**src/rtl/tinycpu_p.sv**
```systemverilog
// rtl/tinycpu_p.sv - parametrised stack-machine core with memory, I/O handshakes and sticky faults
module tinycpu_p #(
    parameter int DW    = 16,
    parameter int AW    = 12,
    parameter int DEPTH = 16
) (
    input  logic                   clk,
    input  logic                   reset,
    input  logic                   run,
    output logic [AW-1:0]          mem_addr,
    input  logic [DW-1:0]          mem_rdata,
    output logic [DW-1:0]          mem_wdata,
    output logic                   mem_we,
    input  logic [DW-1:0]          in_data,
    input  logic                   in_valid,
    output logic                   in_ready,
    output logic [DW-1:0]          out_data,
    output logic                   out_valid,
    input  logic                   out_ready,
    output logic [2:0]             cs,
    output logic [AW-1:0]          pc,
    output logic [DW-1:0]          ir,
    output logic [DW-1:0]          qtop,
    output logic [$clog2(DEPTH):0] sp,
    output logic [1:0]             fault
);
    localparam int LW  = $clog2(DEPTH);
    localparam int SPW = LW + 1;

    localparam logic [3:0] OP_HALT  = 4'h0;
    localparam logic [3:0] OP_PUSHI = 4'h1;
    localparam logic [3:0] OP_PUSH  = 4'h2;
    localparam logic [3:0] OP_POP   = 4'h3;
    localparam logic [3:0] OP_JMP   = 4'h4;
    localparam logic [3:0] OP_JZ    = 4'h5;
    localparam logic [3:0] OP_JNZ   = 4'h6;
    localparam logic [3:0] OP_IN    = 4'h8;
    localparam logic [3:0] OP_OUT   = 4'h9;
    localparam logic [3:0] OP_ALU   = 4'hA;

    typedef enum logic [2:0] {
        S_IDLE   = 3'd0,
        S_FETCHA = 3'd1,
        S_FETCHB = 3'd2,
        S_EXECA  = 3'd3,
        S_EXECB  = 3'd4,
        S_FAULT  = 3'd7
    } state_t;

    state_t         state;
    logic [DW-1:0]  stk [DEPTH];

    logic [3:0]     opcode;
    logic [AW-1:0]  operand;
    logic [DW-1:0]  imm;
    logic [4:0]     func;
    logic [LW-1:0]  i_top, i_nxt, i_new;
    logic [DW-1:0]  top_v, nxt_v;
    logic           empty, full, two;
    logic           func_ok;
    logic [1:0]     fcode;
    logic [DW-1:0]  alu_r;
    logic           out_stall, out_load;

    assign opcode  = ir[DW-1:DW-4];
    assign operand = ir[AW-1:0];
    assign imm     = {{(DW-AW){ir[AW-1]}}, ir[AW-1:0]};
    assign func    = ir[4:0];

    // stack slots: the top lives at sp-1, the next entry at sp-2, a push lands at sp
    assign i_top = LW'(sp - SPW'(1));
    assign i_nxt = LW'(sp - SPW'(2));
    assign i_new = LW'(sp);
    assign top_v = stk[i_top];
    assign nxt_v = stk[i_nxt];

    assign empty = (sp == '0);
    assign full  = (sp == SPW'(DEPTH));
    assign two   = (sp >= SPW'(2));

    assign qtop  = empty ? '0 : top_v;
    assign cs    = state;

    // unary codes 00-03, binary codes 10-17; everything else is illegal
    assign func_ok = func[4] ? (func[3] == 1'b0) : (func[3:2] == 2'b00);

    // fault code the current instruction would raise if executed this cycle
    always_comb begin
        fcode = 2'd0;
        case (opcode)
            OP_PUSHI, OP_PUSH, OP_IN: if (full) fcode = 2'd1;
            OP_POP, OP_JZ, OP_JNZ, OP_OUT: if (empty) fcode = 2'd2;
            OP_ALU: begin
                if (!func_ok)
                    fcode = 2'd3;
                else if (func[4] ? !two : empty)
                    fcode = 2'd2;
            end
            default: fcode = 2'd0;
        endcase
    end

    // ALU result: unary ops act on top, binary ops compute next op top
    always_comb begin
        alu_r = '0;
        case (func)
            5'h00: alu_r = ~top_v;
            5'h01: alu_r = -top_v;
            5'h02: alu_r = top_v + DW'(1);
            5'h03: alu_r = top_v - DW'(1);
            5'h10: alu_r = nxt_v + top_v;
            5'h11: alu_r = nxt_v - top_v;
            5'h12: alu_r = nxt_v & top_v;
            5'h13: alu_r = nxt_v | top_v;
            5'h14: alu_r = nxt_v ^ top_v;
            5'h15: alu_r = nxt_v << top_v[4:0];
            5'h16: alu_r = {{(DW-1){1'b0}}, (nxt_v == top_v)};
            5'h17: alu_r = {{(DW-1){1'b0}}, ($signed(nxt_v) < $signed(top_v))};
            default: alu_r = '0;
        endcase
    end

    // memory address follows the state: operand during execute, pc otherwise
    assign mem_addr  = (state == S_EXECA) ? operand : pc;
    assign mem_wdata = qtop;
    assign mem_we    = (state == S_EXECA) && (opcode == OP_POP) && (fcode == 2'd0);
    assign in_ready  = (state == S_EXECA) && (opcode == OP_IN) && (fcode == 2'd0);

    assign out_stall = out_valid && !out_ready;
    assign out_load  = (state == S_EXECA) && (opcode == OP_OUT) && (fcode == 2'd0) && !out_stall;

    // control FSM, stack and output register; a faulting instruction changes only fault/state
    always_ff @(posedge clk) begin
        if (reset) begin
            state     <= S_IDLE;
            pc        <= '0;
            ir        <= '0;
            sp        <= '0;
            out_data  <= '0;
            out_valid <= 1'b0;
            fault     <= 2'd0;
        end else begin
            if (out_load) begin
                out_data  <= top_v;
                out_valid <= 1'b1;
            end else if (out_ready) begin
                out_valid <= 1'b0;
            end

            case (state)
                S_IDLE: begin
                    if (run)
                        state <= S_FETCHA;
                end
                S_FETCHA: begin
                    pc    <= pc + AW'(1);
                    state <= S_FETCHB;
                end
                S_FETCHB: begin
                    ir    <= mem_rdata;
                    state <= S_EXECA;
                end
                S_EXECA: begin
                    if (fcode != 2'd0) begin
                        fault <= fcode;
                        state <= S_FAULT;
                    end else begin
                        state <= S_FETCHA;
                        case (opcode)
                            OP_PUSHI: begin
                                stk[i_new] <= imm;
                                sp         <= sp + SPW'(1);
                            end
                            OP_PUSH: state <= S_EXECB;
                            OP_POP:  sp <= sp - SPW'(1);
                            OP_JMP:  pc <= operand;
                            OP_JZ: begin
                                if (top_v == '0)
                                    pc <= operand;
                                sp <= sp - SPW'(1);
                            end
                            OP_JNZ: begin
                                if (top_v != '0)
                                    pc <= operand;
                                sp <= sp - SPW'(1);
                            end
                            OP_IN: begin
                                if (in_valid) begin
                                    stk[i_new] <= in_data;
                                    sp         <= sp + SPW'(1);
                                end else begin
                                    state <= S_EXECA;
                                end
                            end
                            OP_OUT: begin
                                if (out_stall)
                                    state <= S_EXECA;
                                else
                                    sp <= sp - SPW'(1);
                            end
                            OP_ALU: begin
                                if (func[4]) begin
                                    stk[i_nxt] <= alu_r;
                                    sp         <= sp - SPW'(1);
                                end else begin
                                    stk[i_top] <= alu_r;
                                end
                            end
                            default: state <= S_IDLE;
                        endcase
                    end
                end
                S_EXECB: begin
                    stk[i_new] <= mem_rdata;
                    sp         <= sp + SPW'(1);
                    state      <= S_FETCHA;
                end
                S_FAULT: state <= S_FAULT;
                default: state <= S_IDLE;
            endcase
        end
    end
endmodule
```
**config.mk**
```make
export PLATFORM = sky130hd
export DESIGN_NAME = tinycpu_p
export DESIGN_NICKNAME = d
export VERILOG_FILES = /design/src/rtl/tinycpu_p.sv
export SDC_FILE = /design/constraint.sdc
export NUM_CORES = 1
export LEC_CHECK = 0
export CORE_ASPECT_RATIO = 2
export CORE_UTILIZATION = 25
export CTS_BUF_LIST = sky130_fd_sc_hd__clkbuf_8
export DETAILED_ROUTE_END_ITERATION = 8
export GPL_TIMING_DRIVEN = 0
export MAX_ROUTING_LAYER = met4
export PLACE_DENSITY = 0.4
export SLEW_MARGIN = 15
export SYNTH_ARGS = -nofsm -noshare
export SYNTH_HDL_FRONTEND = slang
export SYNTH_SLANG_ARGS = --single-unit
```
**constraint.sdc**
```tcl
create_clock -name clk -period 8.79 [get_ports clk]
set_clock_uncertainty 0.1 [all_clocks]
set_input_delay 2.637 -clock clk [delete_from_list [all_inputs] [get_ports clk]]
set_output_delay 2.637 -clock clk [all_outputs]
set_load 0.005 [all_outputs]
```
==> out/metrics.cfg <==
[power_and_ir_drop]
p_seq_share_pct = 39.8
totalPowerFinal_mw = 4.060
powerDensity_mw_per_mm2 = 171.5
power_frac_clock_pct = 30.6
ir_drop_mv = 0.09283
internal_power_mw = 2.634
power.switching_mw = 1.426
switching_share_pct = 35.13
p_leak_nw = 8.131
p_comb_share_pct = 29.5

[global_routing]
grt_pass1_vias = 16216
grt_start_max_net_pins = 17
grt_overflow = 0
antenna_found_initial = 1
track_usage_pct = 23.01
grt_pass1_wl_um = 121900

[synthesis]
seq_area_frac_synth_pct = 45.42
synthFlopType = edfxtp_1
synth_edf_count = 256
syn_area_sq_mm = 0.01935
ys_types = 78
synthArstFlopShare_pct = 0
synth-seq-cells = 311
syn_inst = 1641
synth_warnings = 0
syn_area_per_cell_sq_um = 11.79
syn_nets = 1753

[hold_path]
min-delay-path-class = reg -> reg
hold-path-cell-count = 2

[setup_path]
endpoint_kind = primary output
reg2reg_depth = 22
start_kind = register
worstPathRequired_ps = 6050
path_max_fanout = 13
crit_arrival_ps = 5880
crit_type = reg -> out

[floorplanning]
die_w_um = 198.7
dieArea_sq_mm = 0.07857
design.portCount = 138
rows = 144
start_util_pct = 25.21
core_sq_mm = 0.07675
dieHeight_um = 395.4

[sta]
max_freq_ghz = 0.1161
drv_slew = 0
hold_viol = 0
layout_min_cycle_time_ps = 8616
relSlewSlack_pct = 16.93
worst_pin_slew_ps = 1233
setup_viol = 0
setup_slack_ps = 174.5
whs_ps = 364.1
rsz0062_at_grt = false
finalCritPeriodShare_pct = 98.02

[drt]
ant_nets = 0
vias = 15204
avgRoutedWirePerCell_um = 30.02
drtIter0Drc = 1001
drt-total-wl_um = 87380
drt-vias-per-instance = 5.223
drc = 0
drt-pass1-iter-count = 8

[place]
pre_cts_slack_ps = -1838
portBuffers = 137
place_area_sq_mm = 0.02264
gp_congestion = 1.005
dp_cells = 2824
hpwl_um = 69310

[cells_and_area]
layout_common_cells = 256 x edfxtp_1, 165 x nand2_1, 138 x nor2_1, 137 x clkdlybuf4s50_1, 133 x mux4_2
area_delta_synth_final_pct = 22.34
layout_commonest_cell = edfxtp_1
final_nets = 1964
drive_gt1_share_pct = 19.54
fin_area_sq_mm = 0.02367
stdcell_count = 2911

[clocking]
numCtsBuffers = 47
clk_latency_ps = 650
cts_tree = yes
cts_root_buffer = clkbuf_8
cts_buffer_depth = 3
holdBufCountCts = 0
postCtsSetupBuffers = 0
htree_levels = 2
clock-sinks = 311
path_clk_slew_ps = 70

[run]
maxCapViolCount = 0

[run_status]
status = finished, final reports clean

critical path, cell delays in order (launching register included):
cell and delay, ps:
dfxtp_2 420, clkbuf_4 290, inv_1 180, buf_2 480, clkbuf_4 410, ha_1 350, a21boi_1 360, xnor2_1 380
buf_2 550, mux4_2 430, buf_4 190, buf_6 160, inv_1 300, nor2_1 110, buf_4 140, clkdlybuf4s50_1 430
metrics by stage:
stage	util (%)	TNS, ps
2_1_floorplan	-	0
3_3_place_gp	28.66	-907780
3_5_place_dp	29.50	-324980
4_1_cts	30.78	0
5_1_grt	30.84	0
6_report	30.84	0
power groups by stage:
stage	registers [mW]	clock network [mW]	logic, mW
after global placement	1.65	0	1.17
after floorplan	1.65	0	0.690
final	1.62	1.24	1.20
after global routing	1.62	1.31	1.26
after detailed placement	1.65	0	1.18
after CTS	1.62	1.27	1.19
routing by layer:
| layer | track usage (%) | vias to the layer above | wire length (um) | share of wire [%] |
|---|---|---|---|---|
| met5 | - | - | 0 | 0 |
| met4 | 15.32 | 0 | 6636 | 7.6 |
| met3 | 2.438 | 210 | 3333 | 3.8 |
| met2 | 44.85 | 561 | 50270 | 58 |
| met1 | 20.17 | 7709 | 27140 | 31 |
| li1 | - | 6724 | - | - |
timing repair:
action / 4_1_cts / 5_1_grt
resized for setup: 26 / 6
hold endpoints to repair: 0 / 0
pin swaps: 0 / 0
endpoints found under the setup margin: 284 / 27
state kept, by name (all words and copies together), names as in the netlist:
register / flops
sp: 5
stk: 256
ir: 16
out_data: 16
out_valid: 1
fault: 2
pc: 12
cs: 3
Yosys cell counts (all sizes together) (5+ instances only):
library cell	number	area, sq um
a2111oi	6	52.55
a211oi	6	50.05
a21o	10	75.07
a21oi	87	435.4
a221o	5	50.05
a221oi	14	122.6
a22oi	12	90.09
a31oi	29	181.4
and3	6	37.54
buf	55	372.8
clkbuf	67	251.5
dfxtp	55	1101
edfxtp	256	7687
ha	73	913.4
inv	45	168.9
mux2	20	225.2
mux2i	101	1011
mux4	133	2995
nand2	165	619.3
nand2b	20	125.1
nand3	21	105.1
nand3b	5	37.54
nand4	11	68.82
nor2	154	578.1
nor2b	11	68.82
nor3	36	185.2
nor3b	5	37.54
nor4	8	62.56
o211ai	5	37.54
o21ai	71	355.3
o21bai	6	45.04
o221ai	5	50.04
o31ai	6	45.04
or2	15	93.84
or3	7	43.79
xnor2	29	254.0
xor2	9	78.83
final timing paths:
| check | start | end | slack (ps) |
|---|---|---|---|
| worst max-delay path | sp[1] | qtop[1] | 170 |
| worst min-delay path | fault[0] | fault[0] | 360 |
| worst max register to register | sp[1] | stk[14][15] | 290 |
| worst min register to register | fault[0] | fault[0] | 360 |
kinds of logic (layout without fill, tap and decap cells):
family                     after synthesis  after routing  synth area share (%)
AOI/OAI and AO/OA                      311            311                 10.47
xor gates and xnor gates                38             38                 1.720
adders and majority gates               75             75                 4.928
buffers and inverters                  170            417                 4.158
DFF                                    311            311                 45.42
muxes                                  254            254                 21.87
other                                    0              1                     0
and+or+nand+nor                        482            482                 11.43
final cells by class:
cell class | instances | area (sq um)
tap | 1022 | 1279
fill | 7924 | 53080
multi-input combinational | 1160 | 9981
antenna | 1 | 2.502
buffer | 122 | 671.9
clock inverter | 37 | 262.8
timing repair buffer | 162 | 1843
inverter | 48 | 180.2
sequential | 311 | 8790
clock buffer | 48 | 660.6
Note: power is estimated with default switching activity, not from simulation.
